### src/rtl/axis_pkg.sv
// Shared helpers for the AXI-Stream merge/split blocks: parameter-derived
// widths that every module in this family computes the same way.
package axis_pkg;

    // Width of a select index for n streams; never narrower than one bit,
    // so a single-stream build still has a legal (constant-zero) register.
    function automatic int clog2_min1(input int n);
        int r;
        r = $clog2(n);
        return (r < 1) ? 1 : r;
    endfunction

    // tdata width in bits for a given byte count.
    function automatic int tdata_width(input int bytes);
        return bytes * 8;
    endfunction

endpackage

### src/rtl/axis_skid_buffer.sv
// Two-entry AXI-Stream register slice (main + skid). Every output port is
// driven from a flop, and the upstream ready is itself a flop, so this slice
// breaks both the forward and the backward timing paths while still moving
// one beat per clock when the downstream is always ready.
module axis_skid_buffer
    import axis_pkg::*;
#(
    parameter int AXIS_BYTES = 1
) (
    input  logic                               clk,
    input  logic                               sreset,
    output logic                               axis_i_tready,
    input  logic                               axis_i_tvalid,
    input  logic                               axis_i_tlast,
    input  logic [tdata_width(AXIS_BYTES)-1:0] axis_i_tdata,
    input  logic                               axis_o_tready,
    output logic                               axis_o_tvalid,
    output logic                               axis_o_tlast,
    output logic [tdata_width(AXIS_BYTES)-1:0] axis_o_tdata
);

    localparam int W = tdata_width(AXIS_BYTES);

    // Main entry: the beat currently presented downstream.
    logic         main_valid_q, main_valid_d;
    logic         main_last_q,  main_last_d;
    logic [W-1:0] main_data_q,  main_data_d;

    // Skid entry: catches the beat accepted while main was stalled.
    logic         skid_valid_q, skid_valid_d;
    logic         skid_last_q,  skid_last_d;
    logic [W-1:0] skid_data_q,  skid_data_d;

    // Registered "skid entry empty"; low throughout reset.
    logic         ready_q;

    logic         accept;
    logic         drain;

    assign accept = axis_i_tvalid && ready_q;
    assign drain  = main_valid_q && axis_o_tready;

    // Next-state for both entries: refill main from skid first, then from the
    // input; spill into skid only when main is occupied and not draining.
    always_comb begin
        // NOTE: every signal written here gets its hold value first, so no
        // path through the branches below can leave one unassigned (a latch).
        main_valid_d = main_valid_q;
        main_last_d  = main_last_q;
        main_data_d  = main_data_q;
        skid_valid_d = skid_valid_q;
        skid_last_d  = skid_last_q;
        skid_data_d  = skid_data_q;

        if (drain) begin
            if (skid_valid_q) begin
                // Skid full means ready_q is low, so no input beat competes.
                main_valid_d = 1'b1;
                main_last_d  = skid_last_q;
                main_data_d  = skid_data_q;
                skid_valid_d = 1'b0;
            end else if (accept) begin
                main_valid_d = 1'b1;
                main_last_d  = axis_i_tlast;
                main_data_d  = axis_i_tdata;
            end else begin
                main_valid_d = 1'b0;
            end
        end else if (accept) begin
            if (!main_valid_q) begin
                main_valid_d = 1'b1;
                main_last_d  = axis_i_tlast;
                main_data_d  = axis_i_tdata;
            end else begin
                skid_valid_d = 1'b1;
                skid_last_d  = axis_i_tlast;
                skid_data_d  = axis_i_tdata;
            end
        end
    end

    // Entry registers and the registered ready; reset drops any partial packet.
    always_ff @(posedge clk) begin
        if (sreset) begin
            // NOTE: the data registers are cleared too, because axis_o_tdata
            // is driven straight from main and must read zero out of reset.
            main_valid_q <= 1'b0;
            main_last_q  <= 1'b0;
            main_data_q  <= '0;
            skid_valid_q <= 1'b0;
            skid_last_q  <= 1'b0;
            skid_data_q  <= '0;
            ready_q      <= 1'b0;
        end else begin
            // NOTE: non-blocking assignments, so every flop samples the
            // pre-edge values regardless of statement order.
            main_valid_q <= main_valid_d;
            main_last_q  <= main_last_d;
            main_data_q  <= main_data_d;
            skid_valid_q <= skid_valid_d;
            skid_last_q  <= skid_last_d;
            skid_data_q  <= skid_data_d;
            ready_q      <= !skid_valid_d;
        end
    end

    assign axis_i_tready = ready_q;
    assign axis_o_tvalid = main_valid_q;
    assign axis_o_tlast  = main_last_q;
    assign axis_o_tdata  = main_data_q;

endmodule

### src/rtl/axis_round_robin_merge.sv
// Round-robin packet merge: takes one whole packet from each input stream in
// the fixed order 0,1,...,N-1,0,... and forwards it through a skid slice.
// This restores the original packet order after a round-robin splitter dealt
// packets out to parallel lanes. A selected stream that stays idle stalls the
// merge by design; skipping it would reorder packets.
module axis_round_robin_merge
    import axis_pkg::*;
#(
    parameter int AXIS_BYTES         = 1,
    parameter int NUM_MASTER_STREAMS = 1
) (
    input  logic                                                  clk,
    input  logic                                                  sreset,
    output logic [NUM_MASTER_STREAMS-1:0]                         axis_i_tready,
    input  logic [NUM_MASTER_STREAMS-1:0]                         axis_i_tvalid,
    input  logic [NUM_MASTER_STREAMS-1:0]                         axis_i_tlast,
    input  logic [NUM_MASTER_STREAMS*tdata_width(AXIS_BYTES)-1:0] axis_i_tdata,
    input  logic                                                  axis_o_tready,
    output logic                                                  axis_o_tvalid,
    output logic                                                  axis_o_tlast,
    output logic [tdata_width(AXIS_BYTES)-1:0]                    axis_o_tdata
);

    localparam int                     W        = tdata_width(AXIS_BYTES);
    localparam int                     SEL_BITS = clog2_min1(NUM_MASTER_STREAMS);
    localparam logic [SEL_BITS-1:0]    SEL_LAST = SEL_BITS'(NUM_MASTER_STREAMS - 1);

    // Index of the stream whose packet is currently being forwarded.
    logic [SEL_BITS-1:0] sel;

    logic                mux_tvalid;
    logic                mux_tlast;
    logic [W-1:0]        mux_tdata;
    logic                skid_ready;
    logic                beat_accepted;

    // Input mux: only the selected stream can reach the skid slice.
    always_comb begin
        mux_tvalid = 1'b0;
        mux_tlast  = 1'b0;
        mux_tdata  = '0;
        for (int k = 0; k < NUM_MASTER_STREAMS; k++) begin
            if (sel == SEL_BITS'(k)) begin
                mux_tvalid = axis_i_tvalid[k];
                mux_tlast  = axis_i_tlast[k];
                mux_tdata  = axis_i_tdata[k*W +: W];
            end
        end
    end

    // Ready decode: non-selected streams are held off and must keep their beat.
    always_comb begin
        axis_i_tready = '0;
        for (int k = 0; k < NUM_MASTER_STREAMS; k++) begin
            axis_i_tready[k] = (sel == SEL_BITS'(k)) && skid_ready;
        end
    end

    assign beat_accepted = mux_tvalid && skid_ready;

    // Advance to the next stream only after the last beat of a packet, so the
    // selection never moves mid-packet and the next stream can go immediately.
    always_ff @(posedge clk) begin
        if (sreset) begin
            sel <= '0;
        end else if (beat_accepted && mux_tlast) begin
            sel <= (sel == SEL_LAST) ? '0 : sel + SEL_BITS'(1);
        end
    end

    axis_skid_buffer #(
        .AXIS_BYTES (AXIS_BYTES)
    ) u_skid (
        .clk           (clk),
        .sreset        (sreset),
        .axis_i_tready (skid_ready),
        .axis_i_tvalid (mux_tvalid),
        .axis_i_tlast  (mux_tlast),
        .axis_i_tdata  (mux_tdata),
        .axis_o_tready (axis_o_tready),
        .axis_o_tvalid (axis_o_tvalid),
        .axis_o_tlast  (axis_o_tlast),
        .axis_o_tdata  (axis_o_tdata)
    );

endmodule

### config.mk
export PLATFORM = sky130hd
export DESIGN_NAME = axis_round_robin_merge
export DESIGN_NICKNAME = d
export VERILOG_FILES = /design/src/rtl/axis_pkg.sv /design/src/rtl/axis_skid_buffer.sv /design/src/rtl/axis_round_robin_merge.sv
export SDC_FILE = /design/constraint.sdc
export NUM_CORES = 1
export LEC_CHECK = 0
export CAP_MARGIN = 20
export CELL_PAD_IN_SITES_DETAIL_PLACEMENT = 0
export CELL_PAD_IN_SITES_GLOBAL_PLACEMENT = 1
export CORE_AREA = 2 2 49 62
export DETAILED_ROUTE_END_ITERATION = 6
export DIE_AREA = 0 0 51 64
export DONT_BUFFER_PORTS = 1
export HOLD_SLACK_MARGIN = 0.02
export PLACE_DENSITY_LB_ADDON = 0.1
export SLEW_MARGIN = 0
export SYNTH_ARGS = -nofsm -noshare
export SYNTH_HDL_FRONTEND = slang
export SYNTH_HIERARCHICAL = 1
export SYNTH_SLANG_ARGS = --single-unit
### constraint.sdc
create_clock -name clk -period 3 [get_ports clk]
set_input_delay 0.6 -clock clk [delete_from_list [all_inputs] [get_ports clk]]
set_output_delay 0.6 -clock clk [all_outputs]
set_load 0.03 [all_outputs]
==> results.json <==
{
  "status": "complete, no violations",
  "cts_resized": 0,
  "ys_seq_elements": 21,
  "yosysTopAreaCell": "dfxtp_1",
  "p_leak_nw": 0.336,
  "cts_hold_buffers": 0,
  "clock_sinks": 21,
  "vias_per_cell": 5.34,
  "wl_per_cell_um": 15.0,
  "cts_max_level": 1,
  "synth_compound_area_share_pct": 27.1,
  "final_max_slew_viol_count": 0,
  "hp-class": "input port to flop",
  "antenna_found_initial": 0,
  "nNetsFinal": 133,
  "dp_cells": 149,
  "ys_warn_count": 6,
  "yosys.area_share.simple_pct": 24.1,
  "seq_area_frac_synth_pct": 42.8,
  "utilization_pct": 37.6,
  "max_freq_mhz": 582,
  "cts_made_buffers": 3,
  "final_cells": 153,
  "synthCells": 123,
  "yosysMostFrequentCell": "dfxtp_1",
  "slew_headroom_pct": 51.0,
  "first_iter_violations": 42,
  "insertion_delay_ns": 0.30,
  "antenna_cells": 0,
  "clock_path_buffers": 2,
  "cp.arrival_ns": 1.12,
  "syn_nets": 136,
  "whs_ns": 0.347,
  "yosys.area_share.adder_pct": 0,
  "syn-cell-area_um2": 982,
  "synth_mux_area_share_pct": 0,
  "synth.top_cell.area_share_pct": 42.8,
  "wirelength_um": 2300,
  "p_per_area_nw_per_um2": 502,
  "ys_top_cells_by_count": "21 x dfxtp_1, 19 x nand2_1, 19 x nor2_1, 19 x o21ai_0, 11 x a21oi_1",
  "post_cts_buffers": 0,
  "cts_tree": "built",
  "dr.pass1.iters": 4,
  "setup_violations": 0,
  "yosys.area_share.xor_xnor_pct": 0,
  "fin_tns_setup_ns": 0,
  "path_max_fanout": 18,
  "postRouteAntennaNets": 0,
  "path_clk_slew_ns": 0.12,
  "synth-async-reset-ratio_pct": 0,
  "worstPathRequired_ns": 2.40,
  "num_vias": 817,
  "min_period_ns": 1.72,
  "synth_edf_count": 0,
  "synth_top_family_by_area": "compound AO/OA/AOI/OAI gates",
  "min_path_cells": 1,
  "io_pins": 24,
  "min_period_over_period_pct": 57.2,
  "start_util_pct": 37.0,
  "grt_max_degree": 22,
  "row_count": 21,
  "synth_area_leaders": "dfxtp_1 43%, o21ai_0 9.7%, nand2_1 7.3%, nor2_1 7.3%, a2111oi_1 7.1%",
  "avgSynthCellArea_um2": 7.99,
  "yosys.cell_types.count": 20,
  "crit_type": "flop to output port",
  "dieArea_um2": 3260,
  "place.gp.congestion": 0.703,
  "fp.dieW_um": 51,
  "tightest_slew_ns": 0.734,
  "dp.final_hpwl_um": 1670,
  "rr_worst_depth": 3,
  "skew_ns": 0.00472,
  "synthFlopType": "dfxtp_1",
  "endpoint_kind": "output port",
  "hold_viol_final": 0,
  "dp_slack_ns": 1.31,
  "post-route-worst-setup-slack_ns": 1.28,
  "gr-total-overflow": 0,
  "root_buffer": "clkbuf_4",
  "area_delta_synth_final_pct": 1.53,
  "crit_cells": 0,
  "core_um2": 2650,
  "drc_errors": 0,
  "drive_gt1_share_pct": 6.72,
  "vdd_drop_max_v": 0.000209,
  "grt_usage_pct": 15.2,
  "startpoint_type": "flop",
  "first_global_vias": 736,
  "fp.dieH_um": 64,
  "max_cap_violations": 0,
  "grt_pass1_wl_um": 3710,
  "portBuffers": 0,
  "rsz0062_at_grt": "false"
}
[routing by layer]
metal / routed length, um / GRT usage (%) / up-vias / share of wire (%)
li1: - / - / 420 / -
met2: 995 / 21.1 / 26 / 43
met1: 1140 / 22.1 / 369 / 50
met4: 20 / 7.09 / 0 / 0.87
met5: 0 / 0 / - / 0
met3: 141 / 3.27 / 2 / 6.1
[path summary, 6_finish.rpt]
check / from / to / slack [ns]
worst max-delay path: u_skid/axis_o_tvalid / axis_o_tvalid / 1.28
worst min-delay path: sreset / u_skid/skid_last_q / 0.35
worst max register to register: u_skid/axis_o_tvalid / u_skid/axis_o_tdata[2] / 1.29
worst min register to register: u_skid/skid_data_q[5] / u_skid/skid_data_q[5] / 0.46
[cell usage in the layout, fill, tap and decap left out, types with 2 or more instances in the layout]
cell type | synthesis | routed
dfxtp_1 | 21 | 21
o21ai_0 | 19 | 19
nand2_1 | 19 | 19
nor2_1 | 19 | 19
a21oi_1 | 11 | 11
and2_1 | 9 | 9
a2111oi_1 | 7 | 7
clkbuf_4 | 0 | 3
a2111oi_2 | 2 | 2
[through the flow]
step                area [um2]  total power (W)
floorplan                  982         0.000367
global route               997         0.000530
finish                     997         0.000500
detailed placement         970         0.000368
global placement           970         0.000367
CTS                        997         0.000510
[kinds of logic after synthesis]
logic type,Yosys count
compound gates,41
buf+inv,9
flops,21
simple gates,52
[where the power goes]
| part | leakage, nW | internal, W | switching [W] |
|---|---|---|---|
| clock network | 0.0177 | 0.0000497 | 0.0000889 |
| registers | 0.171 | 0.000291 | 0.0000351 |
| logic | 0.147 | 0.0000149 | 0.0000204 |
| total | 0.336 | 0.000356 | 0.000144 |
[cell type report]
| cell class | count | area, um2 |
|---|---|---|
| fillers | 278 | 1660 |
| clock buffers | 3 | 22.5 |
| multi-input cells | 93 | 503 |
| well taps | 34 | 42.5 |
| flip-flops and latches | 21 | 420 |
| inverters | 1 | 3.75 |
| clock inverters | 1 | 5.00 |
[registers in the layout, indices dropped and copies added (netlist names)]
register	cells
u_skid/axis_i_tready	1
u_skid/axis_o_tdata	8
u_skid/axis_o_tlast	1
u_skid/axis_o_tvalid	1
u_skid/skid_data_q	8
u_skid/skid_last_q	1
u_skid/skid_valid_q	1
Note: power is estimated with default switching activity, not from simulation.
